==> src/rtl/bsg_cache_sbuf_pkg.sv <==
// Shared definitions for the two-entry cache store buffer.
package bsg_cache_sbuf_pkg;

    localparam int sbuf_els_lp = 2;

    typedef enum logic [1:0] {
        e_sbuf_empty = 2'd0,
        e_sbuf_one   = 2'd1,
        e_sbuf_full  = 2'd2
    } sbuf_count_e;

    function automatic int sbuf_mask_width(input int data_width);
        return data_width / 8;
    endfunction

    // Entries are packed as {addr, data, mask}.
    function automatic int sbuf_entry_width(input int addr_width, input int data_width);
        return addr_width + data_width + (data_width / 8);
    endfunction

endpackage

==> src/rtl/bsg_cache_sbuf_ctrl_chk.sv <==
// Protocol checker for the store buffer drain interface.
module bsg_cache_sbuf_ctrl_chk (
    input logic clk_i,
    input logic reset_i,
    input logic yumi_i,
    input logic v_o
);
    // Consuming the head while nothing is valid is a protocol violation.
    assert property (@(posedge clk_i) disable iff (reset_i) !(yumi_i && !v_o))
        else $error("sbuf: yumi_i asserted without v_o");

endmodule

==> src/rtl/bsg_cache_sbuf_el_queue.sv <==
// Two-entry store buffer datapath: el0/el1 registers, el1 refill mux, head mux.
module bsg_cache_sbuf_el_queue #(
    parameter int entry_width_p = 32
) (
    input  logic                     clk_i,
    input  logic                     el0_en_i,
    input  logic                     el1_en_i,
    input  logic                     el1_sel_in_i,
    input  logic                     head_sel_in_i,
    input  logic [entry_width_p-1:0] in_i,
    output logic [entry_width_p-1:0] head_o,
    output logic [entry_width_p-1:0] el0_o,
    output logic [entry_width_p-1:0] el1_o
);
    import bsg_cache_sbuf_pkg::*;

    logic [entry_width_p-1:0] el0_r;
    logic [entry_width_p-1:0] el1_r;
    logic [entry_width_p-1:0] el1_n_s;

    assign el1_n_s = el1_sel_in_i ? in_i : el0_r;

    // Entry storage; deliberately not reset, validity is tracked by the controller.
    always_ff @(posedge clk_i) begin
        if (el0_en_i) el0_r <= in_i;
        else          el0_r <= el0_r;
        if (el1_en_i) el1_r <= el1_n_s;
        else          el1_r <= el1_r;
    end

    assign head_o = head_sel_in_i ? in_i : el1_r;
    assign el0_o  = el0_r;
    assign el1_o  = el1_r;

endmodule

==> src/rtl/bsg_cache_sbuf_ctrl.sv <==
// Two-entry in-order store buffer controller with optional load bypass lookup.
// Define BSG_CACHE_SBUF_BYPASS_EN to compile in the bypass comparators.
module bsg_cache_sbuf_ctrl
    import bsg_cache_sbuf_pkg::*;
#(
    parameter  int data_width_p  = 16,
    parameter  int addr_width_p  = 8,
    localparam int mask_width_lp = data_width_p / 8
) (
    input  logic                     clk_i,
    input  logic                     reset_i,
    input  logic                     v_i,
    input  logic [addr_width_p-1:0]  addr_i,
    input  logic [data_width_p-1:0]  data_i,
    input  logic [mask_width_lp-1:0] mask_i,
    output logic                     ready_o,
    output logic                     v_o,
    output logic [addr_width_p-1:0]  addr_o,
    output logic [data_width_p-1:0]  data_o,
    output logic [mask_width_lp-1:0] mask_o,
    input  logic                     yumi_i,
    output logic                     empty_o,
    output logic                     full_o,
    input  logic [addr_width_p-1:0]  bypass_addr_i,
    output logic [data_width_p-1:0]  bypass_data_o,
    output logic [mask_width_lp-1:0] bypass_mask_o
);
    localparam int entry_w_lp = sbuf_entry_width(addr_width_p, data_width_p);

    sbuf_count_e count_r, count_n_s;
    logic ready_s, v_s, enq_s, deq_s;
    logic el0_en_s, el1_en_s, el1_sel_in_s, head_sel_in_s;
    logic [entry_w_lp-1:0] in_s, head_s, el0_s, el1_s;

    assign in_s  = {addr_i, data_i, mask_i};
    assign enq_s = v_i & ready_s;
    // A yumi without a valid head must not disturb state.
    assign deq_s = yumi_i & v_s;

    // Occupancy register.
    always_ff @(posedge clk_i) begin
        if (reset_i) count_r <= e_sbuf_empty;
        else         count_r <= count_n_s;
    end

    // Next occupancy and entry load controls.
    always_comb begin
        count_n_s    = count_r;
        el0_en_s     = 1'b0;
        el1_en_s     = 1'b0;
        el1_sel_in_s = 1'b1;
        case (count_r)
            e_sbuf_empty: begin
                if (enq_s && !deq_s) begin
                    el1_en_s  = 1'b1;
                    count_n_s = e_sbuf_one;
                end else begin
                    count_n_s = e_sbuf_empty;
                end
            end
            e_sbuf_one: begin
                if (enq_s && deq_s) begin
                    el1_en_s  = 1'b1;
                    count_n_s = e_sbuf_one;
                end else if (enq_s) begin
                    el0_en_s  = 1'b1;
                    count_n_s = e_sbuf_full;
                end else if (deq_s) begin
                    count_n_s = e_sbuf_empty;
                end else begin
                    count_n_s = e_sbuf_one;
                end
            end
            e_sbuf_full: begin
                if (deq_s) begin
                    el1_en_s     = 1'b1;
                    el1_sel_in_s = 1'b0;
                    count_n_s    = e_sbuf_one;
                end else begin
                    count_n_s = e_sbuf_full;
                end
            end
            default: count_n_s = e_sbuf_empty;
        endcase
    end

    // Handshake and occupancy flags from the registered count.
    always_comb begin
        ready_s       = ~reset_i & (count_r != e_sbuf_full);
        v_s           = ~reset_i & ((count_r != e_sbuf_empty) | v_i);
        head_sel_in_s = (count_r == e_sbuf_empty);
        full_o        = (count_r == e_sbuf_full);
        empty_o       = (count_r == e_sbuf_empty);
    end

    assign ready_o = ready_s;
    assign v_o     = v_s;
    assign {addr_o, data_o, mask_o} = head_s;

    bsg_cache_sbuf_el_queue #(.entry_width_p(entry_w_lp)) el_queue (
        .clk_i         (clk_i),
        .el0_en_i      (el0_en_s),
        .el1_en_i      (el1_en_s),
        .el1_sel_in_i  (el1_sel_in_s),
        .head_sel_in_i (head_sel_in_s),
        .in_i          (in_s),
        .head_o        (head_s),
        .el0_o         (el0_s),
        .el1_o         (el1_s)
    );

    bsg_cache_sbuf_ctrl_chk chk (
        .clk_i   (clk_i),
        .reset_i (reset_i),
        .yumi_i  (yumi_i),
        .v_o     (v_s)
    );

`ifdef BSG_CACHE_SBUF_BYPASS_EN
    logic el0_hit_s, el1_hit_s;
    logic [data_width_p-1:0]  el0_data_s, el1_data_s;
    logic [mask_width_lp-1:0] el0_mask_s, el1_mask_s;

    assign el0_data_s = el0_s[mask_width_lp +: data_width_p];
    assign el1_data_s = el1_s[mask_width_lp +: data_width_p];
    assign el0_mask_s = el0_s[mask_width_lp-1:0];
    assign el1_mask_s = el1_s[mask_width_lp-1:0];
    assign el0_hit_s  = (count_r == e_sbuf_full)
                      & (el0_s[entry_w_lp-1 -: addr_width_p] == bypass_addr_i);
    assign el1_hit_s  = (count_r != e_sbuf_empty)
                      & (el1_s[entry_w_lp-1 -: addr_width_p] == bypass_addr_i);

    // Per-byte merge; el0 is the newer entry and wins over el1.
    always_comb begin
        bypass_data_o = '0;
        bypass_mask_o = '0;
        for (int b = 0; b < mask_width_lp; b++) begin
            if (reset_i) begin
                bypass_data_o[8*b +: 8] = 8'h00;
                bypass_mask_o[b]        = 1'b0;
            end else if (el0_hit_s && el0_mask_s[b]) begin
                bypass_data_o[8*b +: 8] = el0_data_s[8*b +: 8];
                bypass_mask_o[b]        = 1'b1;
            end else if (el1_hit_s && el1_mask_s[b]) begin
                bypass_data_o[8*b +: 8] = el1_data_s[8*b +: 8];
                bypass_mask_o[b]        = 1'b1;
            end else begin
                bypass_data_o[8*b +: 8] = 8'h00;
                bypass_mask_o[b]        = 1'b0;
            end
        end
    end
`else
    logic unused_bypass_s;
    assign unused_bypass_s = ^{bypass_addr_i, el0_s, el1_s};
    assign bypass_data_o   = '0;
    assign bypass_mask_o   = '0;
`endif

endmodule
==> config.mk <==
export PLATFORM = sky130hd
export DESIGN_NAME = bsg_cache_sbuf_ctrl
export DESIGN_NICKNAME = d
export VERILOG_FILES = /design/src/rtl/bsg_cache_sbuf_pkg.sv /design/src/rtl/bsg_cache_sbuf_ctrl_chk.sv /design/src/rtl/bsg_cache_sbuf_el_queue.sv /design/src/rtl/bsg_cache_sbuf_ctrl.sv
export SDC_FILE = /design/constraint.sdc
export NUM_CORES = 1
export LEC_CHECK = 0
export ABC_AREA = 1
export CAP_MARGIN = 25
export CORE_MARGIN = 3
export CORE_UTILIZATION = 45
export CTS_CLUSTER_SIZE = 16
export DETAILED_ROUTE_END_ITERATION = 10
export PLACE_DENSITY = 0.8
export SETUP_SLACK_MARGIN = 0.02
export SYNTH_ARGS = -nofsm -noshare
export SYNTH_HDL_FRONTEND = slang
export SYNTH_HIERARCHICAL = 1
export SYNTH_SLANG_ARGS = --single-unit
==> constraint.sdc <==
create_clock -name clk_i -period 2 [get_ports clk_i]
set_input_delay 0.4 -clock clk_i [delete_from_list [all_inputs] [get_ports clk_i]]
set_output_delay 0.4 -clock clk_i [all_outputs]
set_load 0.05 [all_outputs]
==> reports/qor.yml <==
placement:
  routabilityCongestion: 0.774
  portBuffers: 59
  hpwl_um: 3730
global_routing:
  overflow: 0
  grt_pass1_vias: 1793
  grtUsageTotal_pct: 16.5
  grt_max_degree: 27
  antenna_found_initial: 0
  grt_pass1_wl_um: 8300
synth:
  yosysWarnings: 6
  synthDistinctLibCells: 20
  yosysTopAreaCellShare_pct: 59.4
  synth_area_leaders: "edfxtp_1, nand2_1, buf_4"
  yosys.area.top_type: "edfxtp_1"
  ys_seq_area_share_pct: 61.0
  synth_area_sq_um: 2630
  syn_inst: 268
  ys_ff_latch: 54
  avgSynthCellArea_sq_um: 9.80
flow_run:
  maxCapViolCount: 0
floorplan:
  rows: 27
  die_w_um: 82.4
  dieHeight_um: 82.4
  initial_core_util_pct: 47.1
  pin_count: 86
  die-area_sq_um: 6790
  fp.coreArea_sq_um: 5570
critical_path:
  cp.arrival_ns: 1.51
  crit_end: "v_o"
  worst-r2r-cell-count: 8
  r2r_slack_ns: 0.22
  r2r-start: "count_r[1]"
  cp-startpoint: "count_r[1]"
  criticalPathCategory: "reg2out"
  startpoint_type: "flip-flop"
  cp_max_fo: 7
  rr_endpoint: "el_queue/el0_o[16]"
  endpoint_kind: "primary output"
  critical_path_required_ns: 1.60
layout:
  diodes: 0
  final_common_cell: "nand2_1"
  drive_above_1_share_pct: 21.0
  finalNetCount: 376
  layout_common_cells: "nand2_1, edfxtp_1, buf_4"
  final_util_pct: 60.0
  area_delta_synth_final_pct: 27.3
clock_tree:
  clk_pin_slew_ns: 0.09
  clkLatencyLatePin_ns: 0.30
  cts.sinks: 54
  ctsRootBufferMaster: "clkbuf_8"
  numCtsBuffers: 5
  cts_tree: "built"
  cts_max_path_buffers: 2
  htreeDepth: 2
timing:
  fin_skew_ns: 0.00583
  finalCriticalPeriod_ns: 1.91
  fin_crit_sh_pct: 95.4
  timing.hold.ws_ns: 0.515
  final_hold_viol_count: 0
  drv_slew: 0
  fmax_ghz: 0.524
  setup_viol: 0
  rsz0062_at_grt: "false"
detailed_routing:
  wirelength_um: 5230
  vias: 1852
  dr.pass1.iters: 4
  post_drt_via_cell_ratio: 4.52
  ant_nets: 0
  routedWlPerCell_um: 12.8
  route.detailed.drc: 0
  first_iter_violations: 117
pwr:
  power.density_nw_per_um2: 765
  p_leak_nw: 1.49
  ir_worst_vdd_v: 0.000319
run_status:
  status: "completed"
worst_hold_path:
  hold_class: "reg2reg"
==> where the power goes <==
part	switching (W)	total [W]	internal (W)	leakage, nW
clock	0.000333	0.000574	0.000242	0.0426
sequential	0.0000112	0.00129	0.00128	0.492
combinational	0.000475	0.000693	0.000218	0.958
==> registers in the layout (all words and copies together), names as in the netlist <==
| name | cells |
|---|---|
| el_queue/el1_o | 26 |
| el_queue/el0_o | 26 |
| count_r | 2 |
==> routing by layer <==
layer / up-vias / global-route usage (%) / share of wire [%]
li1: 958 / - / -
met1: 830 / 19.2 / 41
met2: 58 / 28.6 / 50
met3: 6 / 5.31 / 7.7
met4: 0 / 5.15 / 1.2
met5: - / 0 / 0
==> logic make-up (layout without fill, tap and decap cells) <==
family	after synthesis	after routing	synth area share (%)
compound gates	2	2	0.381
simple gates	173	173	27.0
flops	54	54	61.0
other cells	1	18	0.143
fa+ha+maj	1	1	0.476
buf+inv	37	90	11.0
==> metrics by stage <==
stage	power, W	std cells	setup TNS [ns]	area [sq um]	setup slack [ns]
final	0.00256	410	0	3350	0.0913
after global routing	0.00268	410	0	3350	0.0216
after CTS	0.00257	409	0	3330	0.0505
after detailed placement	0.00201	401	-2.95	3250	-0.114
after global placement	0.00200	401	-1.64	3250	-0.0715
after floorplan	0.00180	285	0	2720	0.0713
==> critical path, stage by stage (launching register included) <==
cell	delay [ns]
dfxtp_1	0.36
nor2_4	0.27
buf_4	0.23
a21oi_4	0.07
buf_4	0.14
buf_12	0.14
==> repair_timing <==
action,in CTS,in global routing
endpoints found under the setup margin,0,14
hold buffers,0,0
gates resized for setup,0,3
setup buffers,0,1
==> worst min-delay path by stage <==
stage                            start            endpoint  depth (start not counted)
floorplan                      reset_i          count_r[1]                          1
global placement    el_queue/el0_o[16]  el_queue/el1_o[16]                          2
detailed placement  el_queue/el0_o[19]  el_queue/el1_o[19]                          2
CTS                 el_queue/el0_o[19]  el_queue/el1_o[19]                          2
global route        el_queue/el0_o[23]  el_queue/el1_o[23]                          2
finish              el_queue/el0_o[19]  el_queue/el1_o[19]                          2
==> synthesized netlist by cell type (all sizes together) <==
| master | number |
|---|---|
| a21oi | 2 |
| buf | 28 |
| nand3 | 3 |
| ha | 1 |
| nand2 | 162 |
| conb | 1 |
| nand4 | 3 |
| nor2 | 4 |
| dfxtp | 2 |
| inv | 9 |
| nor3 | 1 |
| edfxtp | 52 |
==> layout make-up <==
cell class                      count  area (sq um)
Fill cell                         476          2230
Sequential cell                    54          1600
Multi-Input combinational cell    194           822
Timing Repair Buffer               73           703
Tap cell                           72          90.1
Clock buffer                        6          72.6
Inverter                            9          47.5
Clock inverter                      2          8.76
(Power assumes the default switching activity.)
